**config.mk**
```make
export PLATFORM = sky130hd
export DESIGN_NAME = rf_write_scheduler
export DESIGN_NICKNAME = d
export VERILOG_FILES = /design/src/rtl/rf_sched_pkg.sv /design/src/rtl/rr_arbiter.sv /design/src/rtl/rf_write_scheduler.sv
export SDC_FILE = /design/constraint.sdc
export NUM_CORES = 1
export LEC_CHECK = 0
export CORE_MARGIN = 4
export CORE_UTILIZATION = 28
export CTS_BUF_LIST = sky130_fd_sc_hd__clkbuf_16
export DETAILED_ROUTE_END_ITERATION = 16
export PLACE_DENSITY_LB_ADDON = 0.08
export SETUP_SLACK_MARGIN = 0.15
export SYNTH_ARGS = -nofsm -noshare
export SYNTH_HDL_FRONTEND = slang
export SYNTH_HIERARCHICAL = 1
export SYNTH_SLANG_ARGS = --single-unit
export TNS_END_PERCENT = 30
```
**constraint.sdc**
```tcl
create_clock -name clk -period 1.7 [get_ports clk]
set_clock_uncertainty 0.2 [all_clocks]
set_input_delay 0.34 -clock clk [delete_from_list [all_inputs] [get_ports clk]]
set_output_delay 0.34 -clock clk [all_outputs]
set_load 0.01 [all_outputs]
```
**src/rtl/rf_sched_pkg.sv**
```systemverilog
// Shared types and default sizing for the register-file write scheduler.
// The FSM has only two states: the init sweep, then normal arbitration.
package rf_sched_pkg;

  typedef enum logic [0:0] {
    ST_INIT = 1'b0,
    ST_RUN  = 1'b1
  } state_t;

  localparam int DEF_NREG = 16;
  localparam int DEF_AW   = 4;
  localparam int DEF_DW   = 32;

endpackage

```
**src/rtl/rr_arbiter.sv**
```systemverilog
// Round-robin arbiter: grants the first asserted request at or after ptr,
// wrapping from NREQ-1 back to 0. Pure combinational.
module rr_arbiter #(
  parameter int NREQ = 2,
  parameter int IW   = (NREQ > 1) ? $clog2(NREQ) : 1
) (
  input  logic [NREQ-1:0] req,
  input  logic [IW-1:0]   ptr,
  output logic [NREQ-1:0] gnt,
  output logic [IW-1:0]   idx,
  output logic            any
);

  int cand_s;

  // Scan candidates in priority order starting at ptr; the first hit wins.
  always_comb begin
    gnt    = '0;
    idx    = '0;
    any    = 1'b0;
    cand_s = 0;
    for (int k = 0; k < NREQ; k++) begin
      cand_s = int'(ptr) + k;
      if (cand_s >= NREQ) begin
        cand_s = cand_s - NREQ;
      end else begin
        cand_s = cand_s;
      end
      for (int i = 0; i < NREQ; i++) begin
        if (!any && (cand_s == i) && req[i]) begin
          gnt[i] = 1'b1;
          idx    = IW'(i);
          any    = 1'b1;
        end else begin
          any    = any;
        end
      end
    end
  end

endmodule

```
**src/rtl/rf_write_scheduler.sv**
```systemverilog
// Owns the single register-file write port: init sweep after reset, then
// round-robin sharing among requesters plus a per-register busy scoreboard.
module rf_write_scheduler
  import rf_sched_pkg::*;
#(
  parameter int             NREQ     = 2,
  parameter int             NREG     = DEF_NREG,
  parameter int             AW       = DEF_AW,
  parameter int             DW       = DEF_DW,
  parameter logic [DW-1:0]  INIT_VAL = '0
) (
  input  logic                 clk,
  input  logic                 rst,
  input  logic [NREQ-1:0]      req_valid,
  input  logic [NREQ*AW-1:0]   req_addr,
  input  logic [NREQ*DW-1:0]   req_data,
  output logic [NREQ-1:0]      req_ready,
  input  logic                 claim_valid,
  input  logic [AW-1:0]        claim_addr,
  output logic                 claim_ready,
  output logic [NREG-1:0]      busy,
  output logic                 we_RF,
  output logic [AW-1:0]        rd,
  output logic [DW-1:0]        WD3,
  output logic                 init_done
);

  localparam int IW = (NREQ > 1) ? $clog2(NREQ) : 1;

  state_t            state_r;
  state_t            nstate_s;
  logic [AW-1:0]     ptr_r;
  logic [IW-1:0]     rr_r;
  logic [IW-1:0]     rr_nxt_s;
  logic [NREQ-1:0]   gnt_s;
  logic [IW-1:0]     idx_s;
  logic              any_s;
  logic              grant_s;
  logic [AW-1:0]     gnt_addr_s;
  logic [DW-1:0]     gnt_data_s;
  logic [NREG-1:0]   busy_nxt_s;

  rr_arbiter #(.NREQ(NREQ), .IW(IW)) u_arb (
    .req (req_valid),
    .ptr (rr_r),
    .gnt (gnt_s),
    .idx (idx_s),
    .any (any_s)
  );

  // Next state and the combinational handshake outputs.
  always_comb begin
    nstate_s    = state_r;
    req_ready   = '0;
    claim_ready = 1'b0;
    case (state_r)
      ST_INIT: begin
        if (ptr_r == AW'(NREG - 1)) begin
          nstate_s = ST_RUN;
        end else begin
          nstate_s = ST_INIT;
        end
      end
      ST_RUN: begin
        req_ready   = gnt_s;
        claim_ready = 1'b1;
      end
      default: begin
        nstate_s = ST_INIT;
      end
    endcase
  end

  assign grant_s = (state_r == ST_RUN) && any_s;

  // Mux the granted requester's address/data and work out the next rr pointer.
  always_comb begin
    gnt_addr_s = '0;
    gnt_data_s = '0;
    for (int i = 0; i < NREQ; i++) begin
      if (gnt_s[i]) begin
        gnt_addr_s = req_addr[i*AW +: AW];
        gnt_data_s = req_data[i*DW +: DW];
      end else begin
        gnt_addr_s = gnt_addr_s;
      end
    end
    if (idx_s == IW'(NREQ - 1)) begin
      rr_nxt_s = '0;
    end else begin
      rr_nxt_s = idx_s + IW'(1);
    end
  end

  // Scoreboard update: retire first, then claim, so a same-edge claim wins.
  always_comb begin
    busy_nxt_s = busy;
    if (grant_s) begin
      busy_nxt_s[gnt_addr_s] = 1'b0;
    end else begin
      busy_nxt_s = busy_nxt_s;
    end
    if (claim_valid && claim_ready) begin
      busy_nxt_s[claim_addr] = 1'b1;
    end else begin
      busy_nxt_s = busy_nxt_s;
    end
  end

  // State, sweep counter, rr pointer, scoreboard and registered write port.
  always_ff @(posedge clk) begin
    if (!rst) begin
      state_r   <= ST_INIT;
      ptr_r     <= '0;
      rr_r      <= '0;
      busy      <= '0;
      we_RF     <= 1'b0;
      rd        <= '0;
      WD3       <= '0;
      init_done <= 1'b0;
    end else begin
      state_r <= nstate_s;
      busy    <= busy_nxt_s;
      case (state_r)
        ST_INIT: begin
          we_RF <= 1'b1;
          rd    <= ptr_r;
          WD3   <= INIT_VAL;
          ptr_r <= ptr_r + AW'(1);
        end
        ST_RUN: begin
          init_done <= 1'b1;
          if (grant_s) begin
            we_RF <= 1'b1;
            rd    <= gnt_addr_s;
            WD3   <= gnt_data_s;
            rr_r  <= rr_nxt_s;
          end else begin
            we_RF <= 1'b0;
          end
        end
        default: begin
          we_RF <= 1'b0;
        end
      endcase
    end
  end

endmodule

```
### Word-level counts from Yosys, hierarchy flattened

Index checks and enable logic that the tools add are counted.

| storage, ports and cells | value |
|---|---|
| logic and storage cells | 76 |
| bits in registers | 60 |
| output and inout bits | 57 |
| input bits | 81 |

| operators by class | value |
|---|---|
| equal/unequal tests | 4 |
| $lt $le $gt $ge | 6 |
| reductions and logical operators | 17 |
| add/subtract/negate cells | 5 |
| bitwise gates (word level) | 4 |
| mux-type cells | 32 |

Operators by type and width:

| kind | number |
|---|---|
| 32-bit two-way mux | 5 |
| 32-bit by 2-bit == test with 1-bit output, second input constant | 2 |
| 32-bit zero test | 2 |
| 32-bit case mux with 2 select lines | 1 |
| 32-bit by 3-bit greater-or-equal comparator with 1-bit output, second input constant | 1 |
| 16-bit two-way mux | 2 |
| 32-bit by 3-bit subtractor with 32-bit output, second input constant | 1 |
| 16-bit bitwise AND | 1 |
| 1-bit two-way mux | 16 |
| 16-bit inverter | 1 |
| 16-bit OR | 1 |
| 4-bit two-way mux | 3 |
| 1-bit logical AND | 11 |
| 4-bit by 5-bit less-than comparator with 1-bit output, second input constant | 2 |
| 1-bit demux with 4-bit select | 2 |
| 4-bit by 1-bit greater-or-equal comparator with 1-bit output, second input constant | 2 |
| 4-bit case mux with 2 select lines | 1 |
| 4-bit by 1-bit adder with 4-bit output, second input constant | 1 |
| 4-bit == test, second input constant | 1 |
| 1-bit zero test | 3 |
| 1-bit by 2-bit subtractor with 3-bit output, second input constant | 1 |
| 1-bit by 1-bit adder with 2-bit output, second input constant | 1 |
| 1-bit by 2-bit greater-or-equal comparator with 1-bit output, second input constant | 1 |
| 2-bit two-way mux | 1 |
| other kinds (5) | 5 |

### Logic depth before layout (Yosys ltp)

Gate-level depths: netlist of the first run.

| depth | value |
|---|---|
| depth in word-level cells | 27 |
| depth in mapped cells | 7 |
| depth with buffers taken out | 5 |

### Cells and area by module

The synthesis of the first run kept the hierarchy.

By module, submodules not included:

| module | times used | area each (sq um) | cells an instance |
|---|---|---|---|
| rf_write_scheduler | 1 | 2839.0 | 309 |
| rr_arbiter | 1 | 32.5 | 5 |

### Worst setup path before layout of the first run

Ideal clock, no wire load.

| timing | value |
|---|---|
| path type | input to register |
| from | input port req_valid[0] |
| to | register busy[12] |
| required time | 1.357 ns |
| library setup time | 0.143 ns |
| path slack | -0.182 ns |
| arrival time | 1.539 ns |
| stages | 4 |
| cells stage by stage | a21boi_1 > nand4b_1 > a2111oi_2 > a311oi_1 |

| between the ends | value |
|---|---|
| word-level cells in the longest chain between the ends | 24 |

RTL lines:

| what | line | RTL |
|---|---|---|
| from (decl) | rf_write_scheduler.sv:14 | `input logic [NREQ-1:0] req_valid,` |
| 1-bit logical AND | rr_arbiter.sv:30 | `if (!any && (cand_s == i) && req[i]) begin` |
| 1-bit two-way mux | rr_arbiter.sv:30 |  |
| 1-bit zero test | rr_arbiter.sv:30 |  |
| 1-bit logical AND (2 in series) | rr_arbiter.sv:30 |  |
| 1-bit two-way mux | rr_arbiter.sv:30 |  |
| 1-bit zero test | rr_arbiter.sv:30 |  |
| 1-bit logical AND (2 in series) | rr_arbiter.sv:30 |  |
| 1-bit two-way mux | rr_arbiter.sv:30 |  |
| [... 6 more ...] | -- |  |
| 1-bit logical AND (implied by the code) | rf_write_scheduler.sv:99 | `busy_nxt_s[gnt_addr_s] = 1'b0;` |
| 1-bit two-way mux (implied by the code) | rf_write_scheduler.sv:99 |  |
| 1-bit demux with 4-bit select | rf_write_scheduler.sv:99 |  |
| 16-bit inverter (no source line) | -- |  |
| 16-bit bitwise AND (no source line) | -- |  |
| 16-bit two-way mux (*) | rf_write_scheduler.sv:98 | `if (grant_s) begin` |
| 16-bit OR (no source line) | -- |  |
| 16-bit two-way mux (*) | rf_write_scheduler.sv:103 | `if (claim_valid && claim_ready) begin` |
| to (signal assigned) | rf_write_scheduler.sv:123 | `busy <= busy_nxt_s;` |
| to (decl) | rf_write_scheduler.sv:21 | `output logic [NREG-1:0] busy,` |

Mark *: on every way between the ends. The rest lies on a longest branch, timed or not.
A chain may end at the register's enable or synchronous reset.

### Worst setup path after layout of the first run

| timing | value |
|---|---|
| from | register rr_r |
| to | register busy[5] |

| between the ends | value |
|---|---|
| word-level cells in the longest chain between the ends | 27 |

RTL lines:

| what | line | RTL |
|---|---|---|
| from (decl) | rf_write_scheduler.sv:33 | `logic [IW-1:0] rr_r;` |
| from (signal assigned) | rf_write_scheduler.sv:137 | `rr_r <= rr_nxt_s;` |
| branches (longest 16 deep; another with 32-bit by 3-bit subtractor with 32-bit output) | -- |  |
| 1-bit two-way mux (*) | rr_arbiter.sv:30 |  |
| net gnt_s[1] | rf_write_scheduler.sv:35 | `logic [NREQ-1:0] gnt_s;` |
| 4-bit two-way mux (*) | rf_write_scheduler.sv:81 | `if (gnt_s[i]) begin` |
| 4-bit by 5-bit less-than comparator with 1-bit output (implied by the code) / 4-bit by 1-bit greater-or-equal comparator with 1-bit output (equally long branches) | rf_write_scheduler.sv:99 |  |
| 1-bit logical AND (implied by the code) | rf_write_scheduler.sv:99 |  |
| 1-bit two-way mux (implied by the code) | rf_write_scheduler.sv:99 |  |
| 1-bit demux with 4-bit select (*) | rf_write_scheduler.sv:99 |  |
| 16-bit inverter (no source line) (*) | -- |  |
| 16-bit bitwise AND (no source line) (*) | -- |  |
| 16-bit two-way mux (*) | rf_write_scheduler.sv:98 |  |
| 16-bit OR (no source line) | -- |  |
| 16-bit two-way mux (*) | rf_write_scheduler.sv:103 |  |

Mark *: on every way through the listed nets, which the timed path passes.

==> results of run 1 <==
-- cell usage in the layout, fill, tap and decap left out, types with 3 or more instances in the layout --
cell type / count
clkbuf_16: 9
a311oi_2: 11
nor3_1: 31
inv_1: 4
nor2b_1: 3
a221oi_1: 3
clkdlybuf4s50_1: 78
a21oi_1: 20
nor2_1: 42
nand2_1: 9
buf_4: 46
and2_4: 4
dlygate4sd2_1: 54
a221oi_2: 31
clkinv_1: 3
buf_6: 11
nand3b_1: 6
buf_12: 4
a311oi_1: 3
dfxtp_1: 58
a22oi_1: 10
-- what timing repair did --
| action | CTS | global route |
|---|---|---|
| endpoints found under the hold margin | 0 | 0 |
| resized for setup | 122 | 22 |
| setup endpoints to repair | 110 | 54 |
| setup buffers | 5 | 3 |
| hold buffers | 0 | 0 |
| pin swaps | 17 | 11 |
-- path summary, 6_finish.rpt --
| check | start | endpoint | slack (ns) | cells past startpoint |
|---|---|---|---|---|
| setup / recovery | rr_r$_SDFFE_PN0P_ | busy[5]$_SDFF_PN0_ | -0.15 | 7 |
| hold reg to reg | init_done$_SDFFE_PN0P_ | init_done$_SDFFE_PN0P_ | 0.26 | 2 |
| setup reg to reg | rr_r$_SDFFE_PN0P_ | busy[5]$_SDFF_PN0_ | -0.15 | 7 |
| hold / removal | req_valid[0] | rr_r$_SDFFE_PN0P_ | 0.25 | 3 |
-- worst max-delay path, stage by stage, from the launching register on --
cell	delay, ns
dfxtp_4	0.36
inv_4	0.06
a21boi_4	0.05
buf_6	0.12
buf_6	0.11
nand3b_4	0.18
a2111oi_4	0.50
a211oi_1	0.13
-- final cells by class --
class                           count  area, um2
Tap cell                          133        166
Inverter                            5       21.3
Fill cell                         903       4520
Timing Repair Buffer              197       1840
Sequential cell                    60       1210
Clock buffer                        9        225
Clock inverter                      5       46.3
Multi-Input combinational cell    217       1840
-- logic make-up (layout without fill, tap and decap cells) --
group                      count (synthesis)  after routing
buffers and inverters                     37            216
DFF                                       60             60
muxes                                      1              1
xor gates and xnor gates                   3              3
AOI/OAI and AO/OA                         97             97
and+or+nand+nor                          115            115
adders and majority gates                  1              1
-- per-stage QoR --
stage                     setup WS (ns)  instance area [um2]  utilization, %  std cells
after floorplan                  0.0179                 2930               -        314
after global placement           -0.654                 4710            47.7        604
after detailed placement         -0.669                 4710            47.7        604
after CTS                        -0.164                 5200            52.7        623
after global routing             -0.211                 5340            54.1        626
final                            -0.153                 5340            54.1        626
-- per-layer routing --
layer / track usage, % / routed length [um] / vias up
li1: - / - / 1554
met1: 21.1 / 4450 / 1490
met2: 25.8 / 4570 / 98
met3: 6.51 / 826 / 11
met4: 5.34 / 145 / 0
met5: 0 / 0 / -
-- registers in the layout, summed over array words and instances (netlist names) --
signal	flops
ptr_r	4
busy	16
WD3	32
rd	4
rr_r	1
we_RF	1
state_r	1
init_done	1
-- power breakdown --
group          internal [mW]  switching [mW]  total, mW
Sequential              1.42         0.00883       1.43
Combinational          0.387           0.291      0.677
Clock                   1.10           0.611       1.71
==> results.yml, run 1 <==
run_status:
  status: "complete, but fails checks"
  violations: "setup timing"
sta:
  layout_min_cycle_time_ns: 1.85
  holdWs_ns: 0.252
  fmax_mhz: 540
  finalSetupViolations: 27
  finalHoldViolCount: 0
  rsz0062_at_grt: "yes"
  setup_tns_ns: -1.71
  finalMaxSlewViolations: 0
  worst_slack_ns: -0.153
  slew_headroom_pct: 71.6
  period_share_pct: 109
  worst_pin_slew_ns: 0.427
drt:
  firstDrtPassIters: 4
  drt_wl_total_um: 10000
  drt_iter0_drc: 106
  via_count: 3153
  ant_nets: 0
  wl_per_cell_um: 16.0
  drc: 0
  viasPerCell: 5.04
floorplan:
  die_w_um: 109
  rows: 36
  ioPinCount: 138
  start_util_pct: 29.1
  die_area_um2: 11900
  die_h_um: 109
  core_area_um2: 9860
clock_network:
  tritoncts: "yes"
  htreeDepth: 3
  ctsLongestPathBuffers: 2
  cts_made_buffers: 9
  cts.sinks: 60
  clk_latency_ns: 0.32
  cts_root_buffer: "clkbuf_16"
  clk_pin_slew_ns: 0.05
power:
  powerDensity_nw_per_um2: 714
  irDropWorstVdd_uv: 413
  p_total_mw: 3.81
  p_leak_nw: 2.30
synth:
  ys_seq_elements: 60
  synth_top_area_share_pct: 41.8
  yosysSeqAreaShare_pct: 41.8
  ys_types: 45
  synth_xor_area_share_pct: 0.915
  synth_top_area_cell: "dfxtp_1"
  synthArstFlopShare_pct: 0
  syn_inst: 314
  synthFlopType: "dfxtp_1"
  synth_top_family_by_area: "compound AO/OA/AOI/OAI gates"
  yosys.area_share.simple_pct: 21.0
  synthMuxAreaShare_pct: 0.349
  synth.top_cells.by_count: "60 x dfxtp_1, 42 x nor2_1, 36 x a221oi_1"
  synthAdderAreaFrac_pct: 0.436
  yosysMostFrequentCell: "dfxtp_1"
  synth_compound_area_share_pct: 28.5
  synth_area_um2: 2870
  syn_nets: 396
  synth_area_leaders: "dfxtp_1 42%, a221oi_1 11%, nor3_1 5.9%"
  synth_edf_count: 0
  yosys_warnings: 6
  avgSynthCellArea_um2: 9.14
critical_path:
  critPathKind: "register to register"
  arrival_ns: 1.83
  path_max_fanout: 5
  cp-end-kind: "register"
  worstSetupStartpointType: "register"
  critical_path_required_ns: 1.68
min_path:
  holdCritPathClass: "input pin to register"
global_route:
  antenna_found_initial: 0
  grt.overflow.total: 0
  grt_usage_pct: 16.6
  grt_first_pass_wirelength_um: 15500
  grt_max_degree: 33
  first_global_vias: 3160
placed_design:
  place.port_buffers: 137
  gp_routability_congestion: 0.796
  dp_hpwl_um: 7260
final_layout:
  antenna_cells: 0
  num-nets-final: 572
  drive_gt1_share_pct: 29.6
  area_growth_pct: 86.0
flow_run:
  drv_cap: 0
(Power assumes the default switching activity.)
==> run 2: changes to the inputs <==
==> constraint.sdc (replaced) <==
create_clock -name clk -period 1.7 [get_ports clk]
set_clock_uncertainty 0.2 [all_clocks]
set_input_delay 0.17 -clock clk [delete_from_list [all_inputs] [get_ports clk]]
set_output_delay 0.17 -clock clk [all_outputs]
set_load 0.01 [all_outputs]
==> run 2 against run 1 <==
Compared with the run above: the run still ends with setup timing left; power increased by 3.1%; sequential share of layout area decreased by 1.1 points; wire length increased by 5.8%; global-route usage increased by 0.054 points; worst hold slack got worse by 0.022 ns; die area unchanged; non-clock buffer count decreased by 4; maximum frequency increased by 1.1%; via count decreased by 0.19%; clock power about the same; critical path depth increased by 1.
==> results.yml, run 2 (synthesis results as in run 1) <==
run_status:
  status: "complete, but fails checks"
  violations: "setup timing"
clock_network:
  clk_latency_ns: 0.32
  cts_made_buffers: 9
  cts_root_buffer: "clkbuf_16"
  ctsLongestPathBuffers: 2
  htreeDepth: 3
  clk_pin_slew_ns: 0.05
  cts.sinks: 60
  ctsHoldBuffers: 0
  tritoncts: "yes"
critical_path:
  cp-end-kind: "register"
  crit_start: "rr_r$_SDFFE_PN0P_"
  crit_end: "busy[9]$_SDFF_PN0_"
  rrSetupSlack_ns: -0.13
  path_max_fanout: 7
  worstSetupStartpointType: "register"
  max_stage_delay_ns: 0.36
  rr_startpoint: "rr_r$_SDFFE_PN0P_"
  critPathKind: "register to register"
  r2r-end: "busy[9]$_SDFF_PN0_"
  cp_common_cell: "buf_4"
  crit_chain: "inv_4, a21boi_4, buf_6, buf_4, nand3b_4, a2111oi_4, buf_4, a211oi_2"
  slowest_stage: "dfxtp_4"
  critical_path_required_ns: 1.70
  arrival_ns: 1.83
  reg2reg_depth: 8
drt:
  ant_nets: 0
  drt_iter0_drc: 80
  via_count: 3147
  firstDrtPassIters: 4
  wl_per_cell_um: 16.9
  drc: 0
  drt_wl_total_um: 10600
  viasPerCell: 5.04
global_route:
  first_global_vias: 3025
  grt_first_pass_wirelength_um: 15500
  grt.overflow.total: 0
  antenna_found_initial: 1
  grt_max_degree: 33
  grt_usage_pct: 16.7
floorplan:
  die_area_um2: 11900
  rows: 36
  die_h_um: 109
  start_util_pct: 29.1
  core_area_um2: 9860
  die_w_um: 109
  ioPinCount: 138
final_layout:
  final-seq-area_um2: 1210
  final_cell_mix: "79 x clkdlybuf4s50_1, 58 x dfxtp_1, 56 x dlygate4sd2_1"
  fill_cells: 876
  reg_top3: "WD3: 32 flops, busy: 16 flops"
  regMostFlops: "WD3"
  mostFrequentLayoutCell: "clkdlybuf4s50_1"
  area_growth_pct: 94.9
  drive_gt1_share_pct: 31.6
  num-nets-final: 568
  largest_reg_flops: 32
  fin_area_um2: 5600
  finish.utilization_pct: 56.7
  multi_input_area_um2: 2020
sta:
  finalHoldViolCount: 0
  finalMaxSlewViolations: 0
  period_share_pct: 108
  layout_min_cycle_time_ns: 1.83
  fmax_mhz: 545
  holdWs_ns: 0.230
  worst_slack_ns: -0.134
  worst_pin_slew_ns: 0.441
  setup_tns_ns: -3.67
  slew_headroom_pct: 70.6
  finalSetupViolations: 50
  rsz0062_at_grt: "yes"
min_path:
  holdCritPathClass: "input pin to register"
  worstHoldPathCells: 3
power:
  p_leak_nw: 2.33
  irDropWorstVdd_uv: 379
  powerDensity_nw_per_um2: 702
placed_design:
  place.port_buffers: 137
  gp_routability_congestion: 0.805
  postPlaceCellArea_um2: 4640
  dp_hpwl_um: 7290
flow_run:
  drv_cap: 0
-- run 2: per-stage QoR --
| stage | power, mW | instances | setup slack (ns) |
|---|---|---|---|
| after floorplan | 1.70 | 314 | 0.0464 |
| after global placement | 2.01 | 590 | -0.447 |
| after detailed placement | 2.01 | 590 | -0.498 |
| after CTS | 3.86 | 615 | -0.189 |
| after global routing | 4.08 | 624 | -0.216 |
| final | 3.93 | 624 | -0.134 |
-- run 2: layout make-up --
class | instances | share of cell area (%)
antenna | 1 | 0.0447
sequential | 60 | 21.6
clock buffer | 9 | 4.02
inverter | 5 | 0.380
tap | 133 | 2.97
timing repair buffer | 193 | 34.0
clock inverter | 6 | 1.01
multi-input combinational | 217 | 36.0
-- run 2: how the worst min path moves through the flow --
stage	start	end	slack [ns]
finish	req_valid[0]	rr_r$_SDFFE_PN0P_	0.23
global route	req_valid[0]	rr_r$_SDFFE_PN0P_	0.26
CTS	req_valid[0]	rr_r$_SDFFE_PN0P_	0.22
detailed placement	init_done$_SDFFE_PN0P_	init_done$_SDFFE_PN0P_	0.25
global placement	init_done$_SDFFE_PN0P_	init_done$_SDFFE_PN0P_	0.25
floorplan	rst	rd[2]$_SDFFE_PN0P_	0.09
-- run 2: what timing repair did --
item	4_1_cts	5_1_grt
buffers inserted	9	6
pin swaps	20	23
gates resized for setup	118	39
endpoints found under the setup margin	109	54
gates cloned	1	2
-- run 2: critical path, delay by kind of cell (launching register included) --
kind,cells,cell delay [ns]
AO/OA/AOI/OAI,3,0.46
flip-flops,1,0.36
buffers and inverters,4,0.52
AND/OR/NAND/NOR,1,0.17
-- run 2: where the power goes --
part | leakage [nW] | internal [mW] | switching (mW)
clock | 0.140 | 1.11 | 0.622
combinational | 1.70 | 0.438 | 0.333
sequential | 0.486 | 1.42 | 0.00921
-- run 2: per-layer routing --
| metal | vias to the layer above | track usage (%) | wire length, um |
|---|---|---|---|
| li1 | 1547 | - | - |
| met3 | 8 | 7.16 | 927 |
| met2 | 98 | 27.2 | 5100 |
| met1 | 1494 | 20.2 | 4460 |
| met4 | 0 | 4.27 | 80 |
| met5 | - | 0 | 0 |
==> run 3: changes to the inputs <==
--- a/config.mk
+++ b/config.mk
@@ -10,7 +10,7 @@
 export CTS_BUF_LIST = sky130_fd_sc_hd__clkbuf_16
 export DETAILED_ROUTE_END_ITERATION = 16
 export PLACE_DENSITY_LB_ADDON = 0.08
-export SETUP_SLACK_MARGIN = 0.15
+export SETUP_SLACK_MARGIN = 0.05
 export SYNTH_ARGS = -nofsm -noshare
 export SYNTH_HDL_FRONTEND = slang
 export SYNTH_HIERARCHICAL = 1
==> run 3 against run 2 <==
Compared with the run above: the run still ends with setup timing left; final cell count decreased by 1.9%; power decreased by 2.3%; wire length decreased by 0.71%; register-to-register slack got worse by 0.03 ns; maximum frequency decreased by 1.5%; sequential power about the same; non-clock buffer count decreased by 10.
==> results.yml, run 3 (synthesis results as in run 1) <==
floorplan:
  rows: 36
  core_area_um2: 9860
  ioPinCount: 138
  die_area_um2: 11900
  die_w_um: 109
  start_util_pct: 29.1
  die_h_um: 109
power:
  powerDensity_nw_per_um2: 708
  p_total_mw: 3.84
  irDropWorstVdd_uv: 479
  p_leak_nw: 1.98
global_route:
  first_global_vias: 2946
  grt.overflow.total: 0
  antenna_found_initial: 0
  grt_usage_pct: 16.3
  grt_first_pass_wirelength_um: 15200
  grt_max_degree: 38
critical_path:
  critical_path_required_ns: 1.69
  path_max_fanout: 5
  worstSetupStartpointType: "register"
  critPathKind: "register to register"
  rr_startpoint: "rr_r$_SDFFE_PN0P_"
  cpLargestDelayFamily: "compound AO/OA/AOI/OAI gates"
  cp_common_cell: "buf_6"
  crit_chain: "buf_6, a21boi_4, buf_6, nand4b_1, a2111oi_4, a311oi_1"
  rrSetupSlack_ns: -0.16
  arrival_ns: 1.85
  r2r-end: "busy[12]$_SDFF_PN0_"
  slowest_stage: "a2111oi_4"
  max_stage_delay_ns: 0.44
  path_buf_inv: 2
  cp-end-kind: "register"
  crit_cells: 6
  reg2reg_depth: 6
sta:
  slew_headroom_pct: 73.1
  period_share_pct: 110
  rsz0062_at_grt: "yes"
  finalSetupViolations: 28
  finalMaxSlewViolations: 0
  finalHoldViolCount: 0
  worst_slack_ns: -0.162
  fmax_mhz: 537
  worst_pin_slew_ns: 0.403
  holdWs_ns: 0.245
  layout_min_cycle_time_ns: 1.86
clock_network:
  htreeDepth: 3
  ctsLongestPathBuffers: 2
  cts_made_buffers: 9
  cts_root_buffer: "clkbuf_16"
  cts.sinks: 60
  clk_latency_ns: 0.32
  tritoncts: "yes"
  clk_pin_slew_ns: 0.05
  ctsHoldBuffers: 0
drt:
  viasPerCell: 5.10
  wl_per_cell_um: 17.2
  ant_nets: 0
  firstDrtPassIters: 4
  drc: 0
  drt_wl_total_um: 10500
  drt_iter0_drc: 109
  via_count: 3120
final_layout:
  final-seq-area_um2: 1210
  largest_reg_flops: 32
  regMostFlops: "WD3"
  reg_top3: "WD3: 32 flops, busy: 16 flops"
  final_cell_mix: "133 x clkdlybuf4s50_1, 58 x dfxtp_1, 42 x nor2_1"
  drive_gt1_share_pct: 27.1
  multi_input_area_um2: 1890
  area_growth_pct: 88.8
  finish.utilization_pct: 55.0
  num-nets-final: 558
  antenna_cells: 0
  mostFrequentLayoutCell: "clkdlybuf4s50_1"
  fill_cells: 909
flow_run:
  drv_cap: 0
placed_design:
  dpl_worst_slack_ns: -0.460
  dp_hpwl_um: 7140
  place.port_buffers: 137
  gp_routability_congestion: 0.791
min_path:
  hp-start: "req_valid[0]"
  whs_endpoint: "rr_r$_SDFFE_PN0P_"
  holdCritPathClass: "input pin to register"
  worstHoldPathCells: 3
run_status:
  status: "complete, but fails checks"
  violations: "setup timing"
[run 3: cell count changes in the layout (fill, tap and decap cells not counted), moves of 3 or more]
cell	change
clkdlybuf4s50_1	+54
a221oi_2	-4
buf_4	-11
a211oi_1	+3
buf_12	-3
buf_6	+4
a221oi_1	+8
a211oi_2	-3
dlygate4sd2_1	-54
a221oi_4	-4
[run 3: how the worst max path moves through the flow]
stage | from | end | slack (ns)
5_1_grt | rr_r$_SDFFE_PN0P_ | busy[12]$_SDFF_PN0_ | -0.22
2_1_floorplan | rr_r$_SDFFE_PN0P_ | busy[12]$_SDFF_PN0_ | 0.02
3_5_place_dp | req_valid[0] | busy[14]$_SDFF_PN0_ | -0.46
3_3_place_gp | req_valid[0] | busy[6]$_SDFF_PN0_ | -0.43
6_report | rr_r$_SDFFE_PN0P_ | busy[12]$_SDFF_PN0_ | -0.16
4_1_cts | rr_r$_SDFFE_PN0P_ | busy[13]$_SDFF_PN0_ | -0.15
[run 3: metrics by stage]
step / TNS (ns) / instance area (um2) / cells
finish: -1.39 / 5420 / 612
global route: -5.13 / 5420 / 612
CTS: -3.98 / 5020 / 607
detailed placement: -21.61 / 4580 / 586
global placement: -19.81 / 4580 / 586
floorplan: 0 / 2890 / 314
[run 3: where the power goes]
part / internal, mW / total (mW) / switching, mW
combinational: 0.402 / 0.710 / 0.308
sequential: 1.42 / 1.43 / 0.00977
clock: 1.10 / 1.70 / 0.606
total: 2.92 / 3.84 / 0.924
[run 3: worst reg2reg max path, stage by stage (launching register included)]
cell and delay, ns:
dfxtp_4 0.35, buf_6 0.12, a21boi_4 0.13, buf_6 0.13, nand4b_1 0.23, a2111oi_4 0.44, a311oi_1 0.13
[run 3: final cells by class]
class	instances	share of cell area [%]
clock buffer	9	4.15
tap	133	3.07
clock inverter	5	0.854
inverter	5	0.392
timing repair buffer	183	34.3
multi-input combinational	217	34.9
sequential	60	22.3
[run 3: what timing repair did]
action                                  4_1_cts  5_1_grt
endpoints found under the setup margin       56       55
cloned                                        1        3
gates resized for setup                      36       57
setup buffers                                 7        3
pin swaps                                    18       14
[run 3: metal layers]
layer	wire (um)	vias up	part of all wire (%)	track usage (%)
met3	766	10	7.3	5.27
met1	4760	1481	45	21.8
met5	0	-	0	0
met2	4850	99	46	25.2
met4	119	0	1.1	4.72
li1	-	1530	-	-
